### src/rtl/md_issue_ctrl_if.sv
// Handshake bundle between the decode stage, the issue controller and the muldiv unit.
// The slave modport is the controller's view; the master modport is the surrounding pipeline/unit.
interface md_issue_ctrl_if #(
  parameter int DATA_W = 32
);
  logic              Id_valid;
  logic [3:0]        Id_md_op;
  logic [DATA_W-1:0] Id_rs;
  logic [DATA_W-1:0] Id_rt;
  logic              Issue_ready;
  logic [3:0]        Md_op;
  logic [DATA_W-1:0] Rs_out;
  logic [DATA_W-1:0] Rt_out;
  logic [DATA_W-1:0] Md_res_in;
  logic              Md_stall;
  logic              Res_valid;
  logic              Res_ready;
  logic [DATA_W-1:0] Res_data;
  logic              Res_wen;

  modport slave (
    input  Id_valid, Id_md_op, Id_rs, Id_rt, Md_res_in, Md_stall, Res_ready,
    output Issue_ready, Md_op, Rs_out, Rt_out, Res_valid, Res_data, Res_wen
  );

  modport master (
    output Id_valid, Id_md_op, Id_rs, Id_rt, Md_res_in, Md_stall, Res_ready,
    input  Issue_ready, Md_op, Rs_out, Rt_out, Res_valid, Res_data, Res_wen
  );
endinterface

### src/rtl/md_issue_ctrl.sv
// Issue controller for the negedge-driven muldiv unit: IDLE -> BUSY -> RELEASE handshake.
// Optional busy watchdog enabled by defining MD_ISSUE_TIMEOUT_EN (adds output Md_timeout).
module md_issue_ctrl #(
  parameter int DATA_W = 32
) (
  input  logic Clk,
  input  logic Rst,
  md_issue_ctrl_if.slave bus
`ifdef MD_ISSUE_TIMEOUT_EN
  ,
  output logic Md_timeout
`endif
);

  typedef enum logic [1:0] {IDLE, BUSY, RELEASE} state_e;

  localparam logic [3:0] OP_NOP  = 4'b0000;
  localparam logic [3:0] OP_MFHI = 4'b0011;
  localparam logic [3:0] OP_MFLO = 4'b0100;
  localparam logic [3:0] OP_MUL  = 4'b0111;

  function automatic logic is_legal(input logic [3:0] op);
    return (op >= 4'b0001) && (op <= 4'b1001);
  endfunction

  function automatic logic writes_gpr(input logic [3:0] op);
    return (op == OP_MFHI) || (op == OP_MFLO) || (op == OP_MUL);
  endfunction

  state_e            state_q, state_d;
  logic [3:0]        md_op_q, md_op_d;
  logic [DATA_W-1:0] rs_out_q, rs_out_d;
  logic [DATA_W-1:0] rt_out_q, rt_out_d;
  logic [DATA_W-1:0] res_data_q, res_data_d;
  logic              res_wen_q, res_wen_d;

`ifdef MD_ISSUE_TIMEOUT_EN
  // The 100th BUSY edge that still sees a stall abandons the op.
  localparam logic [6:0] TMO_LAST = 7'd99;
  logic [6:0] tmo_cnt_q, tmo_cnt_d;
  logic       md_timeout_q, md_timeout_d;
`endif

  always_comb begin
    state_d    = state_q;
    md_op_d    = md_op_q;
    rs_out_d   = rs_out_q;
    rt_out_d   = rt_out_q;
    res_data_d = res_data_q;
    res_wen_d  = res_wen_q;
`ifdef MD_ISSUE_TIMEOUT_EN
    tmo_cnt_d    = '0;
    md_timeout_d = 1'b0;
`endif
    case (state_q)
      IDLE: begin
        if (bus.Id_valid) begin
          if (is_legal(bus.Id_md_op)) begin
            md_op_d   = bus.Id_md_op;
            rs_out_d  = bus.Id_rs;
            rt_out_d  = bus.Id_rt;
            res_wen_d = writes_gpr(bus.Id_md_op);
            state_d   = BUSY;
          end else begin
            // Illegal opcodes never reach the unit and complete with an empty result.
            md_op_d    = OP_NOP;
            res_wen_d  = 1'b0;
            res_data_d = '0;
            state_d    = RELEASE;
          end
        end
      end
      BUSY: begin
        if (!bus.Md_stall) begin
          res_data_d = bus.Md_res_in;
          md_op_d    = OP_NOP;
          state_d    = RELEASE;
        end
`ifdef MD_ISSUE_TIMEOUT_EN
        else if (tmo_cnt_q == TMO_LAST) begin
          md_op_d      = OP_NOP;
          res_wen_d    = 1'b0;
          res_data_d   = '0;
          md_timeout_d = 1'b1;
          state_d      = RELEASE;
        end else begin
          tmo_cnt_d = tmo_cnt_q + 7'd1;
        end
`endif
      end
      RELEASE: begin
        // Md_op is already NOP here so the unit drops its done flags before the next issue.
        if (bus.Res_ready) begin
          res_wen_d = 1'b0;
          state_d   = IDLE;
        end
      end
      default: state_d = IDLE;
    endcase
  end

  always_ff @(posedge Clk) begin
    if (Rst) begin
      state_q    <= IDLE;
      md_op_q    <= OP_NOP;
      rs_out_q   <= '0;
      rt_out_q   <= '0;
      res_data_q <= '0;
      res_wen_q  <= 1'b0;
    end else begin
      state_q    <= state_d;
      md_op_q    <= md_op_d;
      rs_out_q   <= rs_out_d;
      rt_out_q   <= rt_out_d;
      res_data_q <= res_data_d;
      res_wen_q  <= res_wen_d;
    end
  end

`ifdef MD_ISSUE_TIMEOUT_EN
  always_ff @(posedge Clk) begin
    if (Rst) begin
      tmo_cnt_q    <= '0;
      md_timeout_q <= 1'b0;
    end else begin
      tmo_cnt_q    <= tmo_cnt_d;
      md_timeout_q <= md_timeout_d;
    end
  end

  assign Md_timeout = md_timeout_q;
`endif

  assign bus.Issue_ready = (state_q == IDLE);
  assign bus.Res_valid   = (state_q == RELEASE);
  assign bus.Md_op       = md_op_q;
  assign bus.Rs_out      = rs_out_q;
  assign bus.Rt_out      = rt_out_q;
  assign bus.Res_data    = res_data_q;
  assign bus.Res_wen     = res_wen_q && (state_q == RELEASE);

endmodule

### src/flat_wrapper.sv
// flat-port wrapper written by rule: the top's interface ports become plain ports
module md_issue_ctrl_flat 
#(
  parameter int DATA_W = 32
)
  (Clk, Rst, bus_Id_valid, bus_Id_md_op, bus_Id_rs, bus_Id_rt, bus_Md_res_in, bus_Md_stall, bus_Res_ready, bus_Issue_ready, bus_Md_op, bus_Rs_out, bus_Rt_out, bus_Res_valid, bus_Res_data, bus_Res_wen);
  md_issue_ctrl_if #(.DATA_W(DATA_W)) bus_i ();
  input  logic Clk;
  input  logic Rst;
  input wire logic [$bits(bus_i.Id_valid)-1:0] bus_Id_valid;
  input wire logic [$bits(bus_i.Id_md_op)-1:0] bus_Id_md_op;
  input wire logic [$bits(bus_i.Id_rs)-1:0] bus_Id_rs;
  input wire logic [$bits(bus_i.Id_rt)-1:0] bus_Id_rt;
  input wire logic [$bits(bus_i.Md_res_in)-1:0] bus_Md_res_in;
  input wire logic [$bits(bus_i.Md_stall)-1:0] bus_Md_stall;
  input wire logic [$bits(bus_i.Res_ready)-1:0] bus_Res_ready;
  output wire logic [$bits(bus_i.Issue_ready)-1:0] bus_Issue_ready;
  output wire logic [$bits(bus_i.Md_op)-1:0] bus_Md_op;
  output wire logic [$bits(bus_i.Rs_out)-1:0] bus_Rs_out;
  output wire logic [$bits(bus_i.Rt_out)-1:0] bus_Rt_out;
  output wire logic [$bits(bus_i.Res_valid)-1:0] bus_Res_valid;
  output wire logic [$bits(bus_i.Res_data)-1:0] bus_Res_data;
  output wire logic [$bits(bus_i.Res_wen)-1:0] bus_Res_wen;
  assign bus_i.Id_valid = bus_Id_valid;
  assign bus_i.Id_md_op = bus_Id_md_op;
  assign bus_i.Id_rs = bus_Id_rs;
  assign bus_i.Id_rt = bus_Id_rt;
  assign bus_i.Md_res_in = bus_Md_res_in;
  assign bus_i.Md_stall = bus_Md_stall;
  assign bus_i.Res_ready = bus_Res_ready;
  assign bus_Issue_ready = bus_i.Issue_ready;
  assign bus_Md_op = bus_i.Md_op;
  assign bus_Rs_out = bus_i.Rs_out;
  assign bus_Rt_out = bus_i.Rt_out;
  assign bus_Res_valid = bus_i.Res_valid;
  assign bus_Res_data = bus_i.Res_data;
  assign bus_Res_wen = bus_i.Res_wen;
  md_issue_ctrl #(.DATA_W(DATA_W)) u_core (.Clk(Clk), .Rst(Rst), .bus(bus_i));
endmodule
### config.mk
export PLATFORM = sky130hd
export DESIGN_NAME = md_issue_ctrl_flat
export DESIGN_NICKNAME = d
export VERILOG_FILES = /design/src/rtl/md_issue_ctrl_if.sv /design/src/rtl/md_issue_ctrl.sv /design/src/flat_wrapper.sv
export SDC_FILE = /design/constraint.sdc
export NUM_CORES = 1
export LEC_CHECK = 0
export BUFFER_PORTS_ARGS = -buffer_cell sky130_fd_sc_hd__buf_2
export CAP_MARGIN = 10
export CORE_MARGIN = 4
export CORE_UTILIZATION = 42
export DETAILED_ROUTE_END_ITERATION = 10
export MAX_ROUTING_LAYER = met4
export PLACE_DENSITY = 0.76
export SETUP_SLACK_MARGIN = 0.15
export SLEW_MARGIN = 20
export SYNTH_ARGS = -nofsm -noshare
export SYNTH_HDL_FRONTEND = slang
export SYNTH_SLANG_ARGS = --single-unit
### constraint.sdc
create_clock -name Clk -period 1.5 [get_ports Clk]
set_input_delay 0.3 -clock Clk [delete_from_list [all_inputs] [get_ports Clk]]
set_output_delay 0.3 -clock Clk [all_outputs]
set_load 0.005 [all_outputs]
# --- After elaboration in Yosys (flattened, before gate mapping) ---
# Index checks and enable logic that the tools add are counted.
totals:
  mem_count: 0
  wordCells: 46
  latchBits: 0
  output_inout_bits: 103
  ramBits: 0
  mem_bits_ro: 0
  regBits: 103
op_classes:
  n_bitwise: 0
  multipliers: 0
  muxes: 17
  n_lt_le_gt_ge: 2
  reduce_logical: 12
  n_shift: 0
  n_eq_ne: 9
  div: 0
  addsub: 0
ops:
  columns: ["cell", "count"]
  rows:
  - ["$mux 32", 3]
  - ["$pmux 32 s2", 1]
  - ["$mux 4", 3]
  - ["$reduce_and 3->1", 4]
  - ["$eq 4x3->1 const B", 2]
  - ["$mux 2", 4]
  - ["$ne 2x2->1 const B", 4]
  - ["$pmux 4 s2", 1]
  - ["$pmux 2 s3", 1]
  - ["$eq 4x2->1 const B", 1]
  - ["$ge 4x1->1 const B", 1]
  - ["$le 4x4->1 const B", 1]
  - ["$reduce_and 4->1", 1]
  - ["$reduce_bool 2->1", 2]
  - ["$mux 1", 3]
  - ["$eq 2x1->1 const B", 1]
  - ["$eq 2x2->1 const B", 1]
  - ["$logic_and 1x1->1", 2]
  - ["$logic_not 2->1", 1]
  - ["$logic_or 1x1->1", 2]
  - ["$pmux 1 s2", 1]

# --- Depth between registers and ports, before layout ---
# Gate-level depths: netlist of run 1.
depth:
  depth_word: 6
  depth_mapped: 6
  mapped_depth_nobuf: 4

# --- Worst setup path before layout of run 1 ---
# No wires, ideal clock.
synth_timing:
  kind: "input port to flip-flop"
  start: "in bus_Id_md_op[0]"
  end: "reg u_core.rs_out_q[10], in the netlist u_core.bus.Rs_out[10]"
  arrival_time_ns: 1.450
  cell_stages: 6
  setup_ns: 0.143
  path_slack_ns: -0.094
  cell_sequence: "or4_4 and4_1 buf_6 buf_12 nand2_2 a21oi_2"
synth_between:
  elab_chain_len: 3
  word_cells_on_any_way: 4
synth_rtl:
  columns: ["item", "line", "source"]
  rows:
  - ["start: declaration", "flat_wrapper.sv:11", "input wire logic [$bits(bus_i.Id_md_op)-1:0] bus_Id_md_op;"]
  - ["$ge 4x1->1 or $le 4x4->1 (tied branches)", "md_issue_ctrl.sv:23", "return (op >= 4'b0001) && (op <= 4'b1001);"]
  - ["$logic_and 1x1->1 (*)", "md_issue_ctrl.sv:23", null]
  - ["$reduce_and 3->1 (no source line) (*)", null, null]
  - ["end signal: assignment", "md_issue_ctrl.sv:113", "rs_out_q <= rs_out_d;"]
  - ["end: declaration", "md_issue_ctrl.sv:32", "logic [DATA_W-1:0] rs_out_q, rs_out_d;"]
# Every way passes the cells marked *; elsewhere a longest branch is shown, timed or not.
# A chain may end at the register's enable or synchronous reset.

# --- Final worst setup path of run 1 ---
layout_timing:
  start: "reg u_core.state_q[0]"
  end: "reg u_core.res_data_q[16], in the netlist u_core.bus.Res_data[16]"
layout_between:
  elab_chain_len: 3
  word_cells_on_any_way: 8
layout_rtl:
  columns: ["item", "line", "source"]
  rows:
  - ["start: declaration", "md_issue_ctrl.sv:30", "state_e state_q, state_d;"]
  - ["start signal: assignment", "md_issue_ctrl.sv:111", "state_q <= state_d;"]
  - ["$eq 2x1->1 or $logic_not 2->1 (tied branches)", "md_issue_ctrl.sv:55", "case (state_q)"]
  - ["$ne 2x2->1 (no source line) or $reduce_bool 2->1 (tied branches)", null, null]
  - ["$reduce_and 4->1 (no source line)", null, null]
  - ["end signal: assignment", "md_issue_ctrl.sv:115", "res_data_q <= res_data_d;"]
  - ["end: declaration", "md_issue_ctrl.sv:34", "logic [DATA_W-1:0] res_data_q, res_data_d;"]
# Several ways; a longest one is shown, not always the timed one.

==> impl_metrics.py, run 1 <==
metrics = {
    "placement": {
        "numPortBuffers": 207,
        "gp_congestion": 0.822,
        "dp.cells": 794,
        "dp_hpwl_mm": 8.30,
    },
    "routing": {
        "antenna_left": 0,
        "first_pass_iters": 4,
        "drc": 0,
        "routed_via_density": 4.99,
        "wl_per_cell_um": 16.8,
        "num_vias": 4319,
        "drt-initial-drc-count": 211,
        "wirelength_mm": 14.6,
    },
    "sta": {
        "setup_viol": 7,
        "final_max_slew_viol_count": 0,
        "period_needed_ps": 1520,
        "grt_setup_unrepaired": "true",
        "clock_skew_ps": 8.88,
        "hold_viol_final": 0,
        "relSlewSlack_pct": 71.9,
        "setup_tns_ps": -101,
        "fmax_mhz": 656,
        "setup_ws_ps": -23.3,
        "period_share_pct": 102,
        "tightestPinTransition_ps": 421,
    },
    "global_route": {
        "grt_max_degree": 60,
        "grt_pass1_vias": 4190,
        "gr-total-overflow": 0,
        "grt_usage_pct": 22.4,
        "grt_pass1_wl_mm": 20.7,
        "antenna_found_initial": 1,
    },
    "setup_path": {
        "crit_type": "reg -> reg",
        "r2r_start": "u_core.state_q[0]$_SDFFE_PP0P_",
        "cp_cell_sequence": "buf_6 > buf_6 > nand2b_4 > a21o_4 > buf_12 > buf_16 > o21ai_4 > a21oi_2",
        "worst_ep_arrival_time_ps": 1760,
        "reg2regPathDepth": 8,
        "cp_max_fo": 6,
        "path_buf_inv": 4,
        "cp_top_family": "buffers and inverters",
        "worstPathRequired_ps": 1730,
        "start_kind": "flip-flop",
        "cp_common_cell": "buf_6",
        "worst_path_largest_cell_delay_ps": 390,
        "crit_slowest_cell": "dfxtp_4",
        "r2r-end": "u_core.bus.Res_data[16]$_SDFFE_PP0P_",
        "end_kind": "flip-flop",
        "rrSetupSlack_ps": -20,
    },
    "yosys": {
        "synthFlopType": "dfxtp_1",
        "synth_compound_area_share_pct": 21.4,
        "syn_nets": 573,
        "synth_edf_count": 0,
        "synth_xor_area_share_pct": 0,
        "synth_seq_cells": 103,
        "muxShareOfSynthArea_pct": 0.228,
        "syn_avg_cell_area_um2": 9.37,
        "yosysMostFrequentCell": "nand2_2",
        "synth_area_mm2": 0.00438,
        "synth_area_leaders": "dfxtp_1 47%, nand2_2 16%, a21oi_2 12%",
        "synth.cells.most_frequent": "110 x nand2_2, 103 x dfxtp_1, 60 x a21oi_2",
        "synth_top_area_cell": "dfxtp_1",
        "ys_seq_area_share_pct": 47.0,
        "synth.top_cell.area_share_pct": 47.0,
        "synth_top_family_by_area": "simple AND/OR/NAND/NOR gates",
        "synthAdderAreaFrac_pct": 0,
        "synth_warnings": 0,
        "synth-async-reset-ratio_pct": 0,
        "yosysUniqueCellTypes": 28,
        "synthesis.instances": 468,
        "synth-simple-area-share_pct": 23.7,
    },
    "pwr": {
        "irDropWorstVdd_mv": 0.554,
        "p_per_area_mw_per_mm2": 952,
        "leakage_nw": 3.17,
        "fin_total_pwr_mw": 6.85,
    },
    "floorplanning": {
        "die_w_um": 110,
        "die_h_um": 110,
        "ios": 208,
        "coreArea_mm2": 0.0102,
        "die_area_mm2": 0.0121,
        "row_count": 37,
        "start_util_pct": 42.8,
    },
    "clocking": {
        "cts_sinks": 103,
        "cts_hold_buf": 0,
        "cts_inserted_buffers": 9,
        "htree_levels": 3,
        "clk_latency_ps": 350,
        "cts_tree": "yes",
        "cts_root_buf": "clkbuf_8",
        "path_clk_slew_ps": 100,
        "clk_path_buf_depth": 2,
    },
    "flow_run": {
        "drv_cap": 0,
    },
    "status": {
        "status": "finished with violations",
        "failed_checks": "negative setup slack",
    },
    "layout": {
        "drive_gt1_share_pct": 73.3,
        "final_cells": 866,
        "syn2layout_area_growth_pct": 64.1,
        "nets": 829,
    },
    "worst_hold_path": {
        "hold-path-endpoint": "u_core.bus.Rt_out[9]$_SDFFE_PP0P_",
        "min_path_type": "in -> reg",
        "hp-start": "Rst",
        "hold_depth": 2,
    },
}
worst max path at each step:
stage / start / endpoint / slack, ps / cells past startpoint
6_report: u_core.state_q[0]$_SDFFE_PP0P_ / u_core.bus.Res_data[16]$_SDFFE_PP0P_ / -20 / 8
5_1_grt: u_core.state_q[0]$_SDFFE_PP0P_ / u_core.bus.Res_data[7]$_SDFFE_PP0P_ / -80 / 10
3_5_place_dp: bus_Id_md_op[1] / u_core.bus.Res_data[0]$_SDFFE_PP0P_ / -210 / 5
4_1_cts: u_core.state_q[1]$_SDFFE_PP0P_ / bus_Res_wen / 3 / 4
2_1_floorplan: bus_Id_md_op[3] / u_core.bus.Rs_out[10]$_SDFFE_PP0P_ / -30 / 6
3_3_place_gp: bus_Id_md_op[1] / u_core.bus.Res_data[0]$_SDFFE_PP0P_ / -170 / 5
logic make-up (layout without fill, tap and decap cells):
| logic type | after synthesis | count (layout) |
|---|---|---|
| AO/OA/AOI/OAI | 140 | 140 |
| buffers and inverters | 36 | 296 |
| flip-flops | 103 | 103 |
| multiplexers | 1 | 1 |
| other | 0 | 1 |
| AND/OR/NAND/NOR | 188 | 189 |
cell type report:
cell class / count / area (um^2)
fillers: 752 / 3040
multi-input cells: 330 / 2410
repair buffers: 280 / 2310
flip-flops and latches: 103 / 2070
well taps: 136 / 170
clock buffers: 10 / 138
clock inverters: 6 / 92.6
diodes: 1 / 2.50
what timing repair did:
action | in CTS | in global routing
gates resized for setup | 98 | 50
hold endpoints to repair | 0 | 0
setup buffers | 28 | 6
gates cloned | 18 | 3
endpoints found under the setup margin | 89 | 106
pin swaps | 67 | 19
layer usage:
metal / global-route usage [%] / vias up / wire (um)
met1: 25.9 / 2066 / 5750
met5: - / - / 0
met3: 3.55 / 34 / 844
met4: 7.56 / 0 / 388
li1: - / 2067 / -
met2: 39.5 / 152 / 7600
stage by stage:
stage	utilization [%]	setup slack (ps)	cell area (um^2)	hold slack [ps]
after floorplan	-	-35.0	4400	436
after global placement	53.7	-175	5500	437
after detailed placement	53.7	-207	5500	447
after CTS	67.1	2.96	6860	136
after global routing	70.3	-80.4	7190	138
final	70.3	-23.3	7190	162
report_power, final:
part / switching [mW] / leakage (nW) / internal [mW] / total, mW
Combinational: 0.892 / 2.22 / 1.02 / 1.91
Clock: 0.950 / 0.109 / 0.995 / 1.94
Sequential: 0.110 / 0.839 / 2.88 / 2.99
Total: 1.95 / 3.17 / 4.89 / 6.85
state kept, by name, summed over array words and instances (netlist names):
name,flops
u_core.bus.Res_data,32
u_core.bus.Rs_out,32
u_core.bus.Rt_out,32
u_core.bus.Md_op,4
u_core.state_q,2
u_core.res_wen_q,1
worst reg2reg max path: stages, from the launching register on:
cell and delay, ps:
dfxtp_4 390, buf_6 110, buf_6 100, nand2b_4 60
a21o_4 260, buf_12 150, buf_16 130, o21ai_4 130
a21oi_2 70
layout by cell type, fill, tap and decap left out, types with 2 or more instances in the layout:
cell type   instances
buf_2             204
buf_12             18
a21oi_1            33
clkbuf_8           10
buf_4              18
clkinvlp_4          2
clkbuf_16           3
nor2_1              2
o21ai_2            14
buf_6              18
buf_16             17
and3_4              2
a21oi_2            71
nand2_2           101
nand3_1             3
o21ai_1            16
nand2b_4            3
dfxtp_1           101
nand2_1            32
bufinv_16           2
o21ai_4             3
nand2_4            34
Note: power is estimated with default switching activity, not from simulation.
==> run 2: changes to the inputs <==
--- a/config.mk
+++ b/config.mk
@@ -5,13 +5,15 @@
 export SDC_FILE = /design/constraint.sdc
 export NUM_CORES = 1
 export LEC_CHECK = 0
-export BUFFER_PORTS_ARGS = -buffer_cell sky130_fd_sc_hd__buf_2
 export CAP_MARGIN = 10
+export CELL_PAD_IN_SITES_DETAIL_PLACEMENT = 1
+export CELL_PAD_IN_SITES_GLOBAL_PLACEMENT = 1
 export CORE_MARGIN = 4
-export CORE_UTILIZATION = 42
+export CORE_UTILIZATION = 41
 export DETAILED_ROUTE_END_ITERATION = 10
+export DONT_BUFFER_PORTS = 1
 export MAX_ROUTING_LAYER = met4
-export PLACE_DENSITY = 0.76
+export PLACE_DENSITY = 0.75
 export SETUP_SLACK_MARGIN = 0.15
 export SLEW_MARGIN = 20
 export SYNTH_ARGS = -nofsm -noshare
==> constraint.sdc (replaced) <==
create_clock -name Clk -period 1.5 [get_ports Clk]
set_input_delay 0.075 -clock Clk [delete_from_list [all_inputs] [get_ports Clk]]
set_output_delay 0.075 -clock Clk [all_outputs]
set_load 0.005 [all_outputs]
==> run 2 against run 1 <==
The run ends with negative hold slack, negative setup slack left. Sequential power about the same. Register-to-register slack about the same. Non-clock buffer count down 248. Critical path depth down 2. Cell area down 25%. Die area up 2.3%. Total power down 13%. Maximum frequency up 0.83%. Setup slack better by 13 ps. Routed wire length down 0.99%. Global-route usage down 3.7 points. Critical endpoint is now u_core.bus.Res_data[0]$_SDFFE_PP0P_.
==> impl_metrics.py, run 2 (synthesis results as in run 1) <==
metrics = {
    "routing": {
        "routed_via_density": 5.58,
        "wl_per_cell_um": 23.3,
        "antenna_left": 0,
        "drc": 0,
        "num_vias": 3454,
        "wl_met2_mm": 7.62,
        "drt-initial-drc-count": 199,
        "wirelength_mm": 14.4,
        "route.met3.wl_mm": 1.16,
        "highest_layer": "met4",
        "first_pass_iters": 4,
        "wl_met1_mm": 5.43,
    },
    "flow_run": {
        "drv_cap": 0,
    },
    "sta": {
        "period_share_pct": 101,
        "hold_viol_final": 103,
        "setup_viol": 1,
        "relSlewSlack_pct": 46.3,
        "final_max_slew_viol_count": 0,
        "tightestPinTransition_ps": 801,
        "period_needed_ps": 1510,
        "grt_setup_unrepaired": "true",
        "fmax_mhz": 662,
        "hold_slack_ps": -238,
        "setup_ws_ps": -10.8,
        "clock_skew_ps": 8.76,
    },
    "clocking": {
        "cts_inserted_buffers": 9,
        "htree_levels": 3,
        "clk_path_buf_depth": 2,
        "path_clk_slew_ps": 100,
        "clk_latency_ps": 360,
        "cts_root_buf": "clkbuf_8",
        "cts_sinks": 103,
        "cts_tree": "yes",
    },
    "status": {
        "status": "finished with violations",
        "failed_checks": "negative hold slack, negative setup slack",
    },
    "setup_path": {
        "worst_ep_arrival_time_ps": 1790,
        "cp_cell_sequence": "buf_6 > nand2b_4 > nor2_4 > buf_6 > nand2_1 > a21oi_1",
        "worstPathRequired_ps": 1770,
        "worst_path_largest_cell_delay_ps": 370,
        "cp_common_cell": "buf_6",
        "crit_slowest_cell": "dfxtp_4",
        "crit_type": "reg -> reg",
        "start_kind": "flip-flop",
        "cp_max_fo": 8,
        "end_kind": "flip-flop",
    },
    "global_route": {
        "grt_max_degree": 105,
        "gr-total-overflow": 0,
        "grt_usage_pct": 18.7,
        "antenna_found_initial": 0,
        "grt_pass1_wl_mm": 18.5,
        "grt_pass1_vias": 3466,
    },
    "layout": {
        "syn2layout_area_growth_pct": 22.9,
        "nets": 583,
        "final_cells": 619,
        "final_cell_mix": "106 x nand2_2, 101 x dfxtp_1, 82 x a21oi_2",
        "antenna_cells": 0,
        "drive_gt1_share_pct": 61.1,
        "final_common_cell": "nand2_2",
    },
    "pwr": {
        "leakage_nw": 1.79,
        "p_per_area_mw_per_mm2": 1100,
        "irDropWorstVdd_mv": 0.576,
    },
    "floorplanning": {
        "die_area_mm2": 0.0124,
        "start_util_pct": 42.3,
        "die_w_um": 111,
        "row_count": 37,
        "ios": 208,
        "coreArea_mm2": 0.0104,
        "die_h_um": 111,
    },
    "placement": {
        "dp_hpwl_mm": 8.25,
        "gp_congestion": 0.784,
        "numPortBuffers": 0,
        "dp_slack_ps": 92.1,
        "dp.cells": 579,
    },
    "worst_hold_path": {
        "min_path_type": "in -> reg",
    },
}
## run 2: cell types whose count changed in the layout (fill, tap and decap cells not counted), moves of 6 or more
cell | before | now
buf_12 | 18 | 8
buf_6 | 18 | 7
o21ai_1 | 16 | 10
a21oi_1 | 33 | 22
buf_4 | 18 | 6
nand2_1 | 32 | 43
buf_16 | 17 | 1
a21oi_2 | 71 | 82
nand2_4 | 34 | 18
buf_2 | 204 | 0
## run 2: cell type report
type                       instances  area, um^2
tap                              136         170
clock buffer                       9         124
clock inverter                     7        73.8
multi-input combinational        332        2410
fill                            1105        4980
timing repair buffer              32         542
sequential                       103        2070
## run 2: path summary, 6_finish.rpt
kind,from,to,slack [ps],cells past startpoint
worst min-delay path,Rst,u_core.bus.Rs_out[26]$_SDFFE_PP0P_,-240,1
worst max-delay path,u_core.state_q[1]$_SDFFE_PP0P_,u_core.bus.Res_data[0]$_SDFFE_PP0P_,-10,6
worst max register to register,u_core.state_q[1]$_SDFFE_PP0P_,u_core.bus.Res_data[0]$_SDFFE_PP0P_,-10,6
worst min register to register,u_core.bus.Rs_out[13]$_SDFFE_PP0P_,u_core.bus.Rs_out[13]$_SDFFE_PP0P_,480,2
## run 2: report_power, final
group | internal [mW] | switching, mW | total [mW]
Sequential | 2.88 | 0.144 | 3.02
Clock | 0.772 | 1.01 | 1.78
Combinational | 0.510 | 0.629 | 1.14
## run 2: metrics by stage
stage | utilization, % | cell area, um^2 | power [mW] | TNS, ps
global route | 51.9 | 5390 | 6.21 | -118
floorplan | - | 4390 | 3.73 | 0
detailed placement | 42.3 | 4390 | 3.79 | 0
finish | 51.9 | 5390 | 5.94 | -10.8
global placement | 42.3 | 4390 | 3.75 | 0
CTS | 44.3 | 4600 | 5.55 | 0
## run 2: critical path, delay by kind of cell (launching register included)
kind	cells	cell delay, ps
AO/OA/AOI/OAI	1	220
flip-flops	1	370
buffers and inverters	2	340
AND/OR/NAND/NOR	3	490
## run 2: timing repair
action / 4_1_cts / 5_1_grt
cloned: 0 / 17
hold endpoints to repair: 103 / 103
pin swaps: 0 / 35
gates resized for setup: 1 / 105
setup endpoints to repair: 65 / 96
buffers inserted: 1 / 6
## run 2: per-layer routing
layer	up-vias	track usage (%)
met4	0	4.95
met5	-	-
met1	1706	21.2
li1	1575	-
met2	153	31.4
met3	20	6.58
==> run 3: changes to the inputs <==
--- a/config.mk
+++ b/config.mk
@@ -5,11 +5,13 @@
 export SDC_FILE = /design/constraint.sdc
 export NUM_CORES = 1
 export LEC_CHECK = 0
+export ABC_CLOCK_PERIOD_IN_PS = 1500
 export CAP_MARGIN = 10
 export CELL_PAD_IN_SITES_DETAIL_PLACEMENT = 1
 export CELL_PAD_IN_SITES_GLOBAL_PLACEMENT = 1
 export CORE_MARGIN = 4
 export CORE_UTILIZATION = 41
+export CTS_CLUSTER_SIZE = 20
 export DETAILED_ROUTE_END_ITERATION = 10
 export DONT_BUFFER_PORTS = 1
 export MAX_ROUTING_LAYER = met4
==> constraint.sdc (replaced) <==
create_clock -name Clk -period 1.5 [get_ports Clk]
set_input_delay 0.3 -clock Clk [delete_from_list [all_inputs] [get_ports Clk]]
set_output_delay 0.3 -clock Clk [all_outputs]
set_load 0.005 [all_outputs]
==> run 3 against run 2 <==
The run still ends with negative hold slack, negative setup slack left. Maximum frequency fell by 0.24%. Combinational power rose by 11%. Global-route usage rose by 1.9 points. Critical path type unchanged.
==> impl_metrics.py, run 3 (synthesis results as in run 1) <==
metrics = {
    "setup_path": {
        "reg2regPathDepth": 6,
        "end_kind": "flip-flop",
        "worst_ep_arrival_time_ps": 1760,
        "worstPathRequired_ps": 1750,
        "cp_max_fo": 8,
        "crit_type": "reg -> reg",
        "start_kind": "flip-flop",
        "worst_path_largest_cell_delay_ps": 380,
        "crit_slowest_cell": "dfxtp_4",
        "cp_cell_sequence": "buf_12 > nand2b_4 > a21o_4 > clkbuf_16 > o21ai_1 > a21oi_1",
    },
    "placement": {
        "gp_congestion": 0.788,
        "dp_hpwl_mm": 8.09,
        "numPortBuffers": 0,
        "placed_area_mm2": 0.00445,
    },
    "sta": {
        "tightestPinTransition_ps": 506,
        "hold_slack_ps": -17.7,
        "period_needed_ps": 1510,
        "fmax_mhz": 660,
        "grt_setup_unrepaired": "true",
        "clock_skew_ps": 11.6,
        "period_share_pct": 101,
        "setup_viol": 3,
        "setup_ws_ps": -14.4,
        "final_max_slew_viol_count": 0,
        "hold_viol_final": 14,
        "relSlewSlack_pct": 66.0,
    },
    "routing": {
        "wirelength_mm": 14.5,
        "drc": 0,
        "wl_per_cell_um": 22.8,
        "routed_via_density": 5.53,
        "antenna_left": 0,
        "first_pass_iters": 4,
        "drt-initial-drc-count": 191,
        "num_vias": 3514,
    },
    "clocking": {
        "clk_latency_ps": 360,
        "cts_tree": "yes",
        "cts_sinks": 103,
        "cts_root_buf": "clkbuf_8",
        "cts_inserted_buffers": 9,
        "path_clk_slew_ps": 100,
        "clk_path_buf_depth": 2,
        "htree_levels": 3,
    },
    "floorplanning": {
        "coreArea_mm2": 0.0104,
        "ios": 208,
        "row_count": 37,
        "die_h_um": 111,
        "start_util_pct": 42.3,
        "die_area_mm2": 0.0124,
        "die_w_um": 111,
    },
    "pwr": {
        "p_clk_share_pct": 26.7,
        "swShare_pct": 29.7,
        "leakage_nw": 1.85,
        "internal_power_mw": 4.11,
        "p_sw_mw": 1.74,
        "p_per_area_mw_per_mm2": 1070,
        "irDropWorstVdd_mv": 0.448,
        "p_seq_share_pct": 51.8,
        "combinationalPowerShare_pct": 21.6,
    },
    "flow_run": {
        "drv_cap": 0,
    },
    "layout": {
        "antenna_cells": 0,
        "drive_gt1_share_pct": 57.0,
        "syn2layout_area_growth_pct": 25.1,
        "stdcell_area_mm2": 0.00549,
        "nets": 600,
        "final_common_cell": "nand2_2",
        "final_cell_mix": "105 x nand2_2, 101 x dfxtp_1, 71 x a21oi_2",
    },
    "global_route": {
        "grt_max_degree": 105,
        "antenna_found_initial": 0,
        "gr-total-overflow": 0,
        "grt_usage_pct": 20.5,
        "grt_pass1_vias": 3710,
        "grt_pass1_wl_mm": 19.9,
    },
    "worst_hold_path": {
        "hold_depth": 1,
        "min_path_type": "in -> reg",
    },
    "status": {
        "status": "finished with violations",
        "failed_checks": "negative hold slack, negative setup slack",
    },
}
-- run 3: what timing repair did --
item | in CTS | in global routing
setup buffers | 10 | 7
endpoints found under the setup margin | 102 | 106
cloned | 7 | 11
hold endpoints to repair | 77 | 77
pin swaps | 14 | 18
resized for setup | 24 | 52
-- run 3: final timing paths --
check	startpoint	endpoint	slack, ps
hold reg to reg	u_core.bus.Rt_out[13]$_SDFFE_PP0P_	u_core.bus.Rt_out[13]$_SDFFE_PP0P_	490
setup reg to reg	u_core.state_q[0]$_SDFFE_PP0P_	u_core.bus.Res_data[7]$_SDFFE_PP0P_	-10
setup / recovery	u_core.state_q[0]$_SDFFE_PP0P_	u_core.bus.Res_data[7]$_SDFFE_PP0P_	-10
hold / removal	Rst	u_core.bus.Rs_out[25]$_SDFFE_PP0P_	-20
-- run 3: cell type report --
cell class	count	area (um^2)
Clock buffer	11	131
Clock inverter	5	35.0
Fill cell	1157	4880
Multi-Input combinational cell	331	2280
Sequential cell	103	2070
Tap cell	136	170
Timing Repair Buffer	50	800
-- run 3: critical path, delay by kind of cell (launching register included) --
| kind | cells | cell delay (ps) |
|---|---|---|
| compound gates | 3 | 530 |
| buf+inv | 2 | 330 |
| flops | 1 | 380 |
| simple gates | 1 | 160 |
-- run 3: through the flow --
step	cells	setup TNS, ps	worst slack [ps]	util (%)	power [mW]
floorplan	468	-1990	-35.0	-	3.74
global placement	585	-2010	-55.6	42.9	3.77
detailed placement	585	-4980	-107	42.9	3.81
CTS	618	0	59.7	48.0	5.59
global route	636	-445	-68.0	52.9	6.11
finish	636	-33.9	-14.4	52.9	5.85
-- run 3: power groups by stage --
stage	Clock, mW	Combinational (mW)	Sequential [mW]
floorplan	0	0.701	3.04
CTS	1.60	0.967	3.03
global placement	0	0.691	3.08
finish	1.56	1.26	3.03
global route	1.71	1.34	3.05
detailed placement	0	0.727	3.08
-- run 3: metal layers --
layer	vias to the layer above	track usage (%)	routed length, um	share of wire [%]
met1	1707	21.6	5200	36
met2	180	34.9	7580	52
met4	0	7.95	380	2.6
met5	-	-	0	0
li1	1596	-	-	-
met3	31	7.77	1360	9.4
